<file path="config.mk">
export PLATFORM = sky130hd
export DESIGN_NAME = dat_mem_arb_flat
export DESIGN_NICKNAME = d
export VERILOG_FILES = /design/src/rtl/dat_mem_arb_if.sv /design/src/rtl/dat_mem_arb.sv /design/src/flat_wrapper.sv
export SDC_FILE = /design/constraint.sdc
export NUM_CORES = 1
export LEC_CHECK = 0
export ABC_AREA = 1
export BUFFER_PORTS_ARGS = -buffer_cell sky130_fd_sc_hd__buf_2
export CORE_ASPECT_RATIO = 1.25
export CORE_MARGIN = 10
export CORE_UTILIZATION = 43
export DETAILED_ROUTE_END_ITERATION = 7
export PLACE_DENSITY = 0.84
export SETUP_SLACK_MARGIN = 0.5
export SYNTH_ARGS = -nofsm -noshare
export SYNTH_HDL_FRONTEND = slang
export SYNTH_SLANG_ARGS = --single-unit
export TNS_END_PERCENT = 20
</file>
<file path="constraint.sdc">
create_clock -name clk -period 1.9 [get_ports clk]
set_clock_uncertainty 0.1 [all_clocks]
set_input_delay 0.38 -clock clk [delete_from_list [all_inputs] [get_ports clk]]
set_output_delay 0.38 -clock clk [all_outputs]
set_load 0.05 [all_outputs]
</file>
<file path="src/rtl/dat_mem_arb_if.sv">
// Bus bundle between the two requesters, the arbiter and the 256x8 data memory.
// The arbiter takes the slave modport; requesters and memory take the master modport.
interface dat_mem_arb_if;
  logic       p0_req;
  logic       p0_we;
  logic [7:0] p0_addr;
  logic [7:0] p0_wdata;
  logic       p0_gnt;
  logic       p0_rvalid;
  logic [7:0] p0_rdata;

  logic       p1_req;
  logic       p1_we;
  logic       p1_lock;
  logic [7:0] p1_addr;
  logic [7:0] p1_wdata;
  logic       p1_gnt;
  logic       p1_rvalid;
  logic [7:0] p1_rdata;

  logic [7:0] mem_addr;
  logic       mem_wr_en;
  logic [7:0] mem_dat_in;
  logic [7:0] mem_dat_out;

  modport slave (
    input  p0_req, p0_we, p0_addr, p0_wdata,
    output p0_gnt, p0_rvalid, p0_rdata,
    input  p1_req, p1_we, p1_lock, p1_addr, p1_wdata,
    output p1_gnt, p1_rvalid, p1_rdata,
    output mem_addr, mem_wr_en, mem_dat_in,
    input  mem_dat_out
  );

  modport master (
    output p0_req, p0_we, p0_addr, p0_wdata,
    input  p0_gnt, p0_rvalid, p0_rdata,
    output p1_req, p1_we, p1_lock, p1_addr, p1_wdata,
    input  p1_gnt, p1_rvalid, p1_rdata,
    input  mem_addr, mem_wr_en, mem_dat_in,
    output mem_dat_out
  );
endinterface

</file>
<file path="src/rtl/dat_mem_arb.sv">
// Two-port round-robin arbiter in front of a 256x8 data memory; port 1 may lock
// for bursts of up to MAX_LOCK grants. Read data is registered one cycle after grant.
module dat_mem_arb #(
  parameter int unsigned MAX_LOCK = 4
) (
  input  logic           clk,
  input  logic           rst_n,
  dat_mem_arb_if.slave   bus
);
  localparam int unsigned CW = $clog2(MAX_LOCK + 1);
  localparam logic [CW-1:0] MAX_C = CW'(MAX_LOCK);

  typedef enum logic {ST_OPEN, ST_LOCKED} lock_st_e;

  lock_st_e      st_q, st_d;
  logic          fav_q, fav_d;
  logic [CW-1:0] cnt_q, cnt_d, cnt_inc;
  logic          g0, g1, burst_hold;
  logic          rvalid0_q, rvalid1_q;
  logic [7:0]    rdata0_q, rdata1_q;

  always_comb begin
    burst_hold = (st_q == ST_LOCKED) && bus.p1_req && (cnt_q < MAX_C);
    g0 = 1'b0;
    g1 = 1'b0;
    if (burst_hold) begin
      g1 = 1'b1;
    end else if (bus.p0_req && bus.p1_req) begin
      g0 = ~fav_q;
      g1 = fav_q;
    end else begin
      g0 = bus.p0_req;
      g1 = bus.p1_req;
    end
  end

  // cnt_q is zero whenever the state is open, so cnt_inc is 1 on the locking grant.
  always_comb begin
    cnt_inc = cnt_q + 1'b1;
    st_d    = ST_OPEN;
    cnt_d   = '0;
    fav_d   = fav_q;
    if (g1) begin
      fav_d = 1'b0;
      if (bus.p1_lock && (cnt_inc < MAX_C)) begin
        st_d  = ST_LOCKED;
        cnt_d = cnt_inc;
      end
    end else if (g0) begin
      fav_d = 1'b1;
    end
  end

  always_comb begin
    bus.mem_addr   = '0;
    bus.mem_dat_in = '0;
    bus.mem_wr_en  = 1'b0;
    if (g0) begin
      bus.mem_addr   = bus.p0_addr;
      bus.mem_dat_in = bus.p0_wdata;
      bus.mem_wr_en  = bus.p0_we & rst_n;
    end else if (g1) begin
      bus.mem_addr   = bus.p1_addr;
      bus.mem_dat_in = bus.p1_wdata;
      bus.mem_wr_en  = bus.p1_we & rst_n;
    end
  end

  always_ff @(posedge clk or negedge rst_n) begin
    if (!rst_n) begin
      st_q      <= ST_OPEN;
      fav_q     <= 1'b0;
      cnt_q     <= '0;
      rvalid0_q <= 1'b0;
      rvalid1_q <= 1'b0;
      rdata0_q  <= '0;
      rdata1_q  <= '0;
    end else begin
      st_q      <= st_d;
      fav_q     <= fav_d;
      cnt_q     <= cnt_d;
      rvalid0_q <= g0 & ~bus.p0_we;
      rvalid1_q <= g1 & ~bus.p1_we;
      if (g0 && !bus.p0_we) rdata0_q <= bus.mem_dat_out;
      if (g1 && !bus.p1_we) rdata1_q <= bus.mem_dat_out;
    end
  end

  assign bus.p0_gnt    = g0;
  assign bus.p1_gnt    = g1;
  assign bus.p0_rvalid = rvalid0_q;
  assign bus.p1_rvalid = rvalid1_q;
  assign bus.p0_rdata  = rdata0_q;
  assign bus.p1_rdata  = rdata1_q;
endmodule

</file>
<file path="src/flat_wrapper.sv">
// flat-port wrapper written by rule: the top's interface ports become plain ports
module dat_mem_arb_flat 
#(
  parameter int unsigned MAX_LOCK = 4
)
  (clk, rst_n, bus_p0_req, bus_p0_we, bus_p0_addr, bus_p0_wdata, bus_p0_gnt, bus_p0_rvalid, bus_p0_rdata, bus_p1_req, bus_p1_we, bus_p1_lock, bus_p1_addr, bus_p1_wdata, bus_p1_gnt, bus_p1_rvalid, bus_p1_rdata, bus_mem_addr, bus_mem_wr_en, bus_mem_dat_in, bus_mem_dat_out);
  dat_mem_arb_if bus_i ();
  input  logic clk;
  input  logic rst_n;
  input wire logic [$bits(bus_i.p0_req)-1:0] bus_p0_req;
  input wire logic [$bits(bus_i.p0_we)-1:0] bus_p0_we;
  input wire logic [$bits(bus_i.p0_addr)-1:0] bus_p0_addr;
  input wire logic [$bits(bus_i.p0_wdata)-1:0] bus_p0_wdata;
  output wire logic [$bits(bus_i.p0_gnt)-1:0] bus_p0_gnt;
  output wire logic [$bits(bus_i.p0_rvalid)-1:0] bus_p0_rvalid;
  output wire logic [$bits(bus_i.p0_rdata)-1:0] bus_p0_rdata;
  input wire logic [$bits(bus_i.p1_req)-1:0] bus_p1_req;
  input wire logic [$bits(bus_i.p1_we)-1:0] bus_p1_we;
  input wire logic [$bits(bus_i.p1_lock)-1:0] bus_p1_lock;
  input wire logic [$bits(bus_i.p1_addr)-1:0] bus_p1_addr;
  input wire logic [$bits(bus_i.p1_wdata)-1:0] bus_p1_wdata;
  output wire logic [$bits(bus_i.p1_gnt)-1:0] bus_p1_gnt;
  output wire logic [$bits(bus_i.p1_rvalid)-1:0] bus_p1_rvalid;
  output wire logic [$bits(bus_i.p1_rdata)-1:0] bus_p1_rdata;
  output wire logic [$bits(bus_i.mem_addr)-1:0] bus_mem_addr;
  output wire logic [$bits(bus_i.mem_wr_en)-1:0] bus_mem_wr_en;
  output wire logic [$bits(bus_i.mem_dat_in)-1:0] bus_mem_dat_in;
  input wire logic [$bits(bus_i.mem_dat_out)-1:0] bus_mem_dat_out;
  assign bus_i.p0_req = bus_p0_req;
  assign bus_i.p0_we = bus_p0_we;
  assign bus_i.p0_addr = bus_p0_addr;
  assign bus_i.p0_wdata = bus_p0_wdata;
  assign bus_p0_gnt = bus_i.p0_gnt;
  assign bus_p0_rvalid = bus_i.p0_rvalid;
  assign bus_p0_rdata = bus_i.p0_rdata;
  assign bus_i.p1_req = bus_p1_req;
  assign bus_i.p1_we = bus_p1_we;
  assign bus_i.p1_lock = bus_p1_lock;
  assign bus_i.p1_addr = bus_p1_addr;
  assign bus_i.p1_wdata = bus_p1_wdata;
  assign bus_p1_gnt = bus_i.p1_gnt;
  assign bus_p1_rvalid = bus_i.p1_rvalid;
  assign bus_p1_rdata = bus_i.p1_rdata;
  assign bus_mem_addr = bus_i.mem_addr;
  assign bus_mem_wr_en = bus_i.mem_wr_en;
  assign bus_mem_dat_in = bus_i.mem_dat_in;
  assign bus_i.mem_dat_out = bus_mem_dat_out;
  dat_mem_arb #(.MAX_LOCK(MAX_LOCK)) u_core (.clk(clk), .rst_n(rst_n), .bus(bus_i));
endmodule
</file>
After elaboration in Yosys (flattened, before gate mapping)
Cells that the tools add are included.
- $add $sub $neg: 1
- magnitude comparators: 2
- mux-type cells: 16
- bitwise logic cells: 7
- reductions and logical operators: 9
- operators with widths (operator ; count):
    8-bit two-way mux ; 4
    1-bit two-way mux ; 10
    1-bit logical AND ; 6
    3-bit less-than comparator, second input constant ; 2
    3-bit two-way mux ; 2
    1-bit bitwise AND ; 4
    3-bit by 1-bit adder with 3-bit output, second input constant ; 1
    1-bit inverter ; 3
    1-bit zero test ; 2
    2-bit nonzero test ; 1
- register bits after elaboration: 23
- input bits: 47
- output and inout bits: 37
- logic and storage cells: 42

Longest topological paths before layout
Gate-level depths: netlist (run 1).
- depth in word-level cells: 5
- gate-level depth with buffers: 8
- mapped depth without buffers: 7

Least setup slack after synthesis (run 1)
No wires, ideal clock.
- path type: input to output
- start: in bus_p0_req
- end: out bus_mem_addr[0]
- arrival time: 1.340 ns
- required time: 1.420 ns
- slack: 0.080 ns
- stages on the path: 7
- path buffers: 1
- cells stage by stage: inv_1 > a21oi_2 > nand2_1 > inv_2 > buf_4 > nand2_1 > nand2_1
- elaborated cells between the ends (all ways): 7
- classes of those cells: 6 x mux; 1 x reduce/logical
- RTL lines (what ; RTL line ; text):
    start, declared ; flat_wrapper.sv:10 ; input wire logic [$bits(bus_i.p0_req)-1:0] bus_p0_req;
    1-bit logical AND ; dat_mem_arb.sv:28 ; end else if (bus.p0_req && bus.p1_req) begin
    1-bit two-way mux * ; dat_mem_arb.sv:28 ;
    1-bit two-way mux * ; dat_mem_arb.sv:26 ; if (burst_hold) begin
    net bus_p0_gnt ; flat_wrapper.sv:14 ; output wire logic [$bits(bus_i.p0_gnt)-1:0] bus_p0_gnt;
    8-bit two-way mux * ; dat_mem_arb.sv:58 ; if (g0) begin
    end, declared ; flat_wrapper.sv:25 ; output wire logic [$bits(bus_i.mem_addr)-1:0] bus_mem_addr;
The timed path passes the listed nets; every way through them passes the cells marked *.

Worst setup path after layout (run 1)
- start: reg u_core.fav_q
- end: out bus_mem_dat_in[4]
- word-level cells in the longest chain between the ends: 4
- elaborated cells between the ends (all ways): 7
- classes of those cells: 6 x mux; 1 x bitwise
- ends and longest elaborated chain (what ; RTL line ; text):
    start, declared ; dat_mem_arb.sv:16 ; logic fav_q, fav_d;
    start signal, assigned ; dat_mem_arb.sv:80 ; fav_q <= fav_d;
    1-bit two-way mux / 1-bit inverter (equally long branches) ; dat_mem_arb.sv:28, dat_mem_arb.sv:29 ;
    1-bit two-way mux, on equally long branches ; dat_mem_arb.sv:26, dat_mem_arb.sv:28 ;
    8-bit two-way mux / 1-bit two-way mux (equally long branches) ; dat_mem_arb.sv:62, dat_mem_arb.sv:26 ;
    8-bit two-way mux * ; dat_mem_arb.sv:58 ;
    end, declared ; flat_wrapper.sv:27 ; output wire logic [$bits(bus_i.mem_dat_in)-1:0] bus_mem_dat_in;
Every way passes the cells marked *; elsewhere a longest branch is shown, timed or not.

==> flow_summary.json, run 1 <==
{
  "status": "finished with violations",
  "violations": "setup timing",
  "numPortBuffers": 83,
  "die_y_um": 77.9,
  "worstReg2RegStart": "u_core.fav_q",
  "hold_start": "bus_mem_dat_out[6]",
  "die-area_um2": 5160,
  "cts_tree": "built",
  "hold_viol": 0,
  "path_cells": "a21oi_2, nand2_4, clkinvlp_4, nand2_1, nand2_2, buf_6",
  "design_area_um2": 2150,
  "vias_per_cell": 5.13,
  "antenna_found_initial": 0,
  "max-vdd-ir-drop_mv": 0.751,
  "synthTopCellsByCount": "nand2_1 (85), dfrtp_1 (23), nand3_1 (10)",
  "drt_iter0_drc": 93,
  "gp_congestion": 0.830,
  "r2r_end": "u_core.bus.p0_rdata[7]",
  "place_area_um2": 1730,
  "fmax_ghz": 0.506,
  "overflow": 0,
  "grt_first_pass_wirelength_mm": 7.05,
  "synth_top_area_share_pct": 49.9,
  "synth_seq_cells": 23,
  "p_total_w": 0.00186,
  "place_hpwl_mm": 3.31,
  "dp_worst_setup_slack_ns": -0.0734,
  "nFillCells": 133,
  "post_drt_wl_per_cell_um": 16.7,
  "cp-start-kind": "register",
  "worstRegToRegCells": 5,
  "fin_crit_ns": 1.98,
  "grtUsageTotal_pct": 16.9,
  "routed-via-count": 1432,
  "io_pins": 84,
  "yosysWarnings": 0,
  "cts_buffer_depth": 2,
  "critPathKind": "register to primary output",
  "cap_viol_max_count": 0,
  "initial_utilization_pct": 46.0,
  "drc": 0,
  "hold_depth": 3,
  "cp_num_buf_inv": 2,
  "synth_area_leaders": "dfrtp_1 (50%), nand2_1 (28%), nand4_1 (4.9%)",
  "slowest_delay_ns": 0.41,
  "yosys.cell_count.top_type": "nand2_1",
  "period_share_pct": 104,
  "ys_seq_area_share_pct": 49.9,
  "dr.pass1.iters": 4,
  "leakage_nw": 1.18,
  "die_x_um": 66.3,
  "ant_nets": 0,
  "synth_edf_count": 0,
  "syn_nets": 201,
  "syn-cell-area_um2": 1150,
  "power_density_nw_per_um2": 862,
  "setup_viol": 18,
  "cts.sinks": 23,
  "slew_violations": 0,
  "clk_latency_ns": 0.29,
  "whs_endpoint": "u_core.bus.p1_rdata[6]",
  "ys_async_sr_fraction_pct": 100,
  "layout-drive-gt1-share_pct": 60.2,
  "worstPathMaxFanout": 8,
  "synth_top_cell_by_area": "dfrtp_1",
  "num-nets-final": 295,
  "postSynthAreaPerCell_um2": 7.53,
  "crit_required_ns": 1.42,
  "cts.htree.levels": 1,
  "rows": 20,
  "syn_to_final_growth_pct": 86.9,
  "post-route-util_pct": 86.1,
  "coreArea_um2": 2500,
  "crit_arrival_ns": 1.50,
  "synth_cell_types": 18,
  "ys.flop_type": "dfrtp_1",
  "path_delay_family": "flip-flops",
  "critPathSlowestCell": "dfrtp_1",
  "cts-root-buf": "clkbuf_4",
  "holdCritPathClass": "input pin to register",
  "syn_inst": 153,
  "r2r_setup_slack_ns": 0.51,
  "rsz0062_at_grt": "yes",
  "crit_path_end_kind": "primary output",
  "grt_max_degree": 20,
  "numCtsBuffers": 3,
  "antennaDiodeCount": 0,
  "drt-total-wl_mm": 4.67,
  "grt_pass1_vias": 1394,
  "clk_pin_slew_ns": 0.12,
  "fin_ws_ns": -0.0777
}
==> flip-flops by register name (all words and copies together) (netlist names) <==
| register | flops |
|---|---|
| u_core.bus.p1_rvalid | 1 |
| u_core.bus.p0_rdata | 8 |
| u_core.bus.p1_rdata | 8 |
| u_core.cnt_q | 3 |
| u_core.fav_q | 1 |
| u_core.bus.p0_rvalid | 1 |
| u_core.st_q | 1 |
==> layout make-up <==
cell class | count | area, um^2 | share of cell area (%)
repair buffers | 94 | 751 | 34.9
multi-input cells | 114 | 709 | 32.9
flip-flops and latches | 23 | 576 | 26.7
inverters | 10 | 42.5 | 1.98
well taps | 33 | 41.3 | 1.92
clock buffers | 4 | 26.3 | 1.22
repair inverters | 1 | 7.51 | 0.349
==> per-layer routing <==
| metal | vias to the layer above | wire [um] | GRT usage [%] |
|---|---|---|---|
| li1 | 665 | - | - |
| met1 | 661 | 1740 | 19.4 |
| met2 | 98 | 2330 | 29.1 |
| met3 | 8 | 524 | 5.89 |
| met4 | 0 | 83 | 3.78 |
| met5 | - | 0 | 0 |
==> repair_timing <==
action | 4_1_cts | 5_1_grt
hold buffers | 2 | 0
setup buffers | 1 | 1
resized for setup | 75 | 36
pin swaps | 3 | 11
endpoints found under the setup margin | 43 | 49
cloned | 1 | 0
endpoints found under the hold margin | 4 | 0
==> placed cells by master (no fill, tap or decap) <==
master	count
clkbuf_4	4
clkbuf_1	1
nand2_8	1
conb_1	1
buf_6	26
a21oi_2	1
inv_6	1
buf_2	47
clkinvlp_4	1
inv_1	6
buf_8	8
dlygate4sd3_1	2
clkinv_1	2
a21oi_1	1
nand2_4	15
nand2_2	31
dfrtp_1	23
nand3_1	10
xnor2_1	1
nor2_1	2
nand2_1	39
ha_1	1
nand3_4	1
nand3_2	1
inv_2	1
buf_4	10
nand4_1	9
==> worst register-to-register path: stages (launching register included) <==
cell	delay, ns
dfrtp_1	0.41
a21oi_2	0.22
buf_4	0.21
nand3_2	0.18
nand2_1	0.11
nand2_1	0.06
==> cell families (layout without fill, tap and decap cells) <==
group / Yosys count / count (layout) / share of synthesized area (%)
AND/OR/NAND/NOR: 109 / 109 / 39.8
AO/OA/AOI/OAI: 2 / 2 / 1.19
XOR/XNOR: 1 / 1 / 0.760
buffers and inverters: 16 / 109 / 6.84
adder cells (fa/ha/maj): 1 / 1 / 1.09
flip-flops: 23 / 23 / 49.9
other: 1 / 1 / 0.325
==> how the worst max path moves through the flow <==
stage | start | to | slack (ns) | cells after the start
CTS | u_core.fav_q | bus_mem_wr_en | -0.06 | 5
global placement | bus_p1_req | bus_mem_dat_in[3] | -0.01 | 7
finish | u_core.fav_q | bus_mem_dat_in[4] | -0.08 | 6
detailed placement | bus_p1_req | bus_mem_addr[1] | -0.07 | 7
global route | u_core.cnt_q[2] | bus_mem_addr[7] | -0.18 | 7
floorplan | bus_p0_req | bus_mem_addr[0] | 0.31 | 7
==> where the power goes <==
group / internal, W / total [W] / switching (W)
logic: 0.000353 / 0.00101 / 0.000660
registers: 0.000563 / 0.000630 / 0.0000669
clock network: 0.0000817 / 0.000215 / 0.000133
==> through the flow <==
stage / std cells / hold WS [ns] / TNS, ns
floorplan: 153 / -0.0156 / 0
global placement: 270 / 0.116 / -0.0386
detailed placement: 270 / 0.118 / -0.785
CTS: 278 / 0.236 / -0.641
global route: 279 / 0.248 / -2.32
finish: 279 / 0.235 / -0.931
(Power assumes the default switching activity.)
==> inputs of run 2 (changes only) <==
Settings changed: CORE_ASPECT_RATIO 1.25 to 1.2, MAX_ROUTING_LAYER set to met4.
==> run 2 against run 1 <==
Effect of this change: the run still ends with setup timing left; sequential share of layout area is 1.2 points lower; cell count stayed put; worst setup slack worse by 0.10 ns; clock power is 2% higher; sequential power is 0.6% lower; non-clock buffer count is 1 higher; die area hardly changed; critical endpoint is now bus_mem_dat_in[3]; largest power group unchanged.
==> flow_summary.json, run 2 (synthesis gave the netlist of run 1 again) <==
{
  "antenna_found_initial": 0,
  "cap_viol_max_count": 0,
  "cts.sinks": 23,
  "path_cells": "a21oi_2, nand2_2, inv_4, buf_12, nand2_1, nand2_2, buf_8",
  "die-area_um2": 5160,
  "slowest_delay_ns": 0.43,
  "grt_max_degree": 24,
  "crit_path_frequent_cell": "nand2_2",
  "critPathSlowestCell": "dfrtp_1",
  "fin_ws_ns": -0.178,
  "cp-start-kind": "register",
  "numPortBuffers": 83,
  "dp_worst_setup_slack_ns": 0.0405,
  "critPathKind": "register to primary output",
  "crit_path_end_kind": "primary output",
  "power_density_nw_per_um2": 857,
  "leakage_nw": 1.22,
  "clk_latency_ns": 0.30,
  "slew_violations": 0,
  "max-vdd-ir-drop_mv": 0.782,
  "worstPathMaxFanout": 9,
  "initial_utilization_pct": 45.1,
  "clk_pin_slew_ns": 0.12,
  "swShare_pct": 45.6,
  "drc": 0,
  "overflow": 0,
  "vias_per_cell": 5.10,
  "place_area_um2": 1740,
  "dr.pass1.iters": 4,
  "p_clk_share_pct": 11.4,
  "drt_iter0_drc": 80,
  "hold_ws_ns": 0.222,
  "fin_crit_ns": 2.08,
  "period_share_pct": 109,
  "ant_nets": 0,
  "hold_viol": 0,
  "grt_first_pass_wirelength_mm": 6.67,
  "rsz0062_at_grt": "yes",
  "tns_ns": -2.00,
  "grt_pass1_vias": 1401,
  "num-nets-final": 295,
  "io_pins": 84,
  "antennaDiodeCount": 0,
  "drt-total-wl_mm": 5.33,
  "layout-drive-gt1-share_pct": 59.3,
  "syn_to_final_growth_pct": 96.0,
  "die_x_um": 67.3,
  "cts_tree": "built",
  "post-route-util_pct": 88.5,
  "setup_viol": 18,
  "gp_congestion": 0.912,
  "rows": 20,
  "crit_required_ns": 1.42,
  "final_cell_mix": "buf_2 (47), nand2_1 (44), nand2_2 (30)",
  "grtUsageTotal_pct": 16.3,
  "status": "finished with violations",
  "post_drt_wl_per_cell_um": 19.1,
  "place_hpwl_mm": 3.12,
  "seqPwrFrac_pct": 32.4,
  "fmax_ghz": 0.481,
  "violations": "setup timing",
  "die_y_um": 76.7,
  "cts.htree.levels": 1,
  "crit_arrival_ns": 1.60,
  "cts_buffer_depth": 2,
  "holdCritPathClass": "input pin to register",
  "layout_commonest_cell": "buf_2",
  "numCtsBuffers": 3,
  "routed-via-count": 1424,
  "intPower_w": 0.00105,
  "design_area_um2": 2260,
  "p_sw_w": 0.000881,
  "coreArea_um2": 2550,
  "p_comb_share_pct": 56.3,
  "cts-root-buf": "clkbuf_4",
  "nFillCells": 119
}
==> run 2: cell count changes in the layout (fill, tap and decap cells not counted), sizes merged <==
cell	previous run	this run
buf	91	90
clkinvlp	1	0
clkbuf	5	8
dlygate4sd3	2	1
==> run 2: final cells by class <==
class                      count  area [um^2]  share of cell area (%)
inverter                      10         40.0                    1.77
sequential                    23          576                    25.5
clock buffer                   4         26.3                    1.16
tap                           33         41.3                    1.83
timing repair buffer          95          886                    39.2
multi-input combinational    114          689                    30.5
==> run 2: power by group through the flow <==
stage,Sequential (W),Combinational (W),Clock (W)
floorplan,0.000849,0.000355,0
global placement,0.000610,0.000803,0
detailed placement,0.000613,0.000812,0
CTS,0.000610,0.000977,0.000222
global route,0.000636,0.00114,0.000233
finish,0.000626,0.00109,0.000220
==> run 2: repair_timing <==
item	4_1_cts	5_1_grt
gates cloned	1	2
endpoints found under the setup margin	35	50
hold buffers	1	0
buffers inserted	1	2
pin swaps	3	13
hold endpoints to repair	23	0
resized for setup	73	44
==> run 2: metal layers <==
layer	GRT usage, %	routed length, um	up-vias
met5	-	0	-
met4	3.70	43	0
met3	3.34	378	6
met2	28.6	2810	75
met1	18.0	2100	676
li1	-	-	667
==> run 2: worst max-delay path, delay by kind of cell (launching register included) <==
kind | cells | cell delay (ns)
flops | 1 | 0.43
buf+inv | 3 | 0.36
simple gates | 3 | 0.30
compound gates | 1 | 0.20
==> run 2: final timing paths <==
check                      slack, ns               start                endpoint  depth (start not counted)
min in group asynchronous       0.53               rst_n         u_core.cnt_q[0]                          3
min reg2reg                     0.36     u_core.cnt_q[0]         u_core.cnt_q[0]                          1
max                            -0.18        u_core.fav_q       bus_mem_dat_in[3]                          7
max in group asynchronous       0.95               rst_n  u_core.bus.p1_rdata[5]                          3
max reg2reg                     0.41        u_core.fav_q  u_core.bus.p0_rdata[0]                          7
min                             0.22  bus_mem_dat_out[7]  u_core.bus.p1_rdata[7]                          3
==> run 2: stage by stage <==
stage,total power (W),instances
global route,0.00201,279
CTS,0.00181,275
detailed placement,0.00142,268
floorplan,0.00120,153
finish,0.00193,279
global placement,0.00141,268
==> inputs of run 3 (changes only) <==
Settings changed: CORE_ASPECT_RATIO 1.2 to unset, TNS_END_PERCENT 20 to 1.
==> run 3 against run 2 <==
Effect of this change: the flow still finishes with violations (setup timing); first-iteration DRC count is 55% lower; fmax increased by 4.3%; worst hold slack better by 0.018 ns; critical path depth is the same; die area decreased by 0.17%; cell count is 1.1% lower; flip-flop and latch count did not move; worst setup slack improved by 0.086 ns; largest cell class unchanged.
==> flow_summary.json, run 3 (synthesis gave the netlist of run 1 again) <==
{
  "status": "finished with violations",
  "violations": "setup timing",
  "hold_viol": 0,
  "worstReg2RegStart": "u_core.cnt_q[2]",
  "ant_nets": 0,
  "routed-via-count": 1390,
  "rows": 18,
  "cap_viol_max_count": 0,
  "die-area_um2": 5150,
  "grtUsageTotal_pct": 16.5,
  "final_cell_mix": "nand2_1 (52), buf_2 (47), nand2_2 (23), dfrtp_1 (23), buf_6 (21)",
  "layout_commonest_cell": "nand2_1",
  "met1_usage_pct": 18.7,
  "path_delay_family": "simple AND/OR/NAND/NOR gates",
  "rsz0062_at_grt": "yes",
  "worstRegToRegCells": 8,
  "holdCritPathClass": "input pin to register",
  "p_total_w": 0.00184,
  "clk_latency_ns": 0.29,
  "place_area_um2": 1730,
  "r2r_end": "u_core.bus.p1_rdata[3]",
  "grt_pass1_vias": 1446,
  "overflow": 0,
  "critPathKind": "register to primary output",
  "grtUsageMet3_pct": 4.13,
  "max-vdd-ir-drop_mv": 0.824,
  "initial_utilization_pct": 45.7,
  "design_area_um2": 2110,
  "cts-root-buf": "clkbuf_4",
  "setup_viol": 18,
  "grt_busiest_layer": "met2",
  "vias_per_cell": 5.04,
  "startpoint": "u_core.cnt_q[2]",
  "power_density_nw_per_um2": 872,
  "die_y_um": 71.8,
  "grt_max_degree": 13,
  "leakage_nw": 1.18,
  "layout-drive-gt1-share_pct": 54.5,
  "numPortBuffers": 83,
  "r2r_setup_slack_ns": 0.45,
  "antennaDiodeCount": 0,
  "place_hpwl_mm": 3.32,
  "drt_iter0_drc": 36,
  "crit_required_ns": 1.42,
  "dpl.cell_count": 267,
  "fin_ws_ns": -0.0915,
  "grtUsageMet2_pct": 28.9,
  "cp-start-kind": "register",
  "antenna_found_initial": 0,
  "cts_buffer_depth": 2,
  "grt_first_pass_wirelength_mm": 6.85,
  "path_cells": "inv_1, nand3_2, nand2_4, clkinvlp_4, nand2_1, nand2_2, buf_8",
  "die_x_um": 71.8,
  "tns_ns": -0.772,
  "num-nets-final": 295,
  "worstPathMaxFanout": 8,
  "drt-total-wl_mm": 4.62,
  "crit_arrival_ns": 1.51,
  "syn_to_final_growth_pct": 82.8,
  "slew_violations": 0,
  "fin_crit_ns": 1.99,
  "cp_num_buf_inv": 3,
  "period_share_pct": 105,
  "cts_tree": "built",
  "clk_pin_slew_ns": 0.12,
  "gp_congestion": 0.838,
  "worstSetupEndpoint": "bus_mem_dat_in[2]",
  "io_pins": 84,
  "cts.htree.levels": 1,
  "critical_path_depth": 7,
  "slowest_delay_ns": 0.40,
  "crit_path_end_kind": "primary output",
  "numCtsBuffers": 3,
  "fmax_ghz": 0.502,
  "cts.sinks": 23,
  "dr.pass1.iters": 4,
  "post_drt_wl_per_cell_um": 16.7,
  "coreArea_um2": 2520,
  "layout.cells.non_filler": 276,
  "critPathSlowestCell": "dfrtp_1",
  "drc": 0
}
## run 3: metrics by stage
stage / setup WS [ns] / utilization, % / hold slack [ns]
2_1_floorplan: 0.315 / - / -0.0156
3_3_place_gp: -0.00559 / 68.5 / 0.129
3_5_place_dp: -0.0497 / 68.5 / 0.131
4_1_cts: -0.0796 / 79.0 / 0.229
5_1_grt: -0.197 / 83.5 / 0.230
6_report: -0.0915 / 83.5 / 0.240
## run 3: layout make-up
| class | instances | area, um^2 |
|---|---|---|
| repair inverters | 1 | 7.51 |
| multi-input cells | 114 | 643 |
| inverters | 10 | 40.0 |
| fillers | 157 | 415 |
| flip-flops and latches | 23 | 576 |
| well taps | 30 | 37.5 |
| repair buffers | 94 | 777 |
| clock buffers | 4 | 26.3 |
## run 3: routing by layer
layer	part of all wire [%]	vias up	wire (um)
met2	50	78	2330
met4	2.2	0	101
met1	39	642	1810
li1	-	660	-
met5	0	-	0
met3	8.1	10	374
## run 3: worst register-to-register path, delay by kind of cell, from the launching register on
kind,cells,cell delay [ns]
DFF,1,0.40
and+or+nand+nor,5,0.44
buffers and inverters,3,0.41
## run 3: worst min path at each step
stage	startpoint	end	cells past startpoint	slack (ns)
4_1_cts	bus_mem_dat_out[5]	u_core.bus.p1_rdata[5]	3	0.23
3_3_place_gp	rst_n	u_core.bus.p0_rdata[6]	1	0.13
5_1_grt	bus_mem_dat_out[3]	u_core.bus.p0_rdata[3]	3	0.23
2_1_floorplan	rst_n	u_core.bus.p0_rdata[0]	0	-0.02
6_report	bus_mem_dat_out[5]	u_core.bus.p1_rdata[5]	3	0.24
3_5_place_dp	rst_n	u_core.bus.p0_rdata[6]	1	0.13
## run 3: report_power, final
part	internal, W	switching (W)	leakage, nW
logic	0.000358	0.000651	0.872
registers	0.000563	0.0000555	0.290
clock network	0.0000816	0.000129	0.0150
## run 3: repair_timing
action	4_1_cts	5_1_grt
hold buffers	2	0
buffers inserted	2	0
hold endpoints to repair	5	0
pin swaps	4	1
cloned	1	0
resized for setup	64	33
setup endpoints to repair	43	53
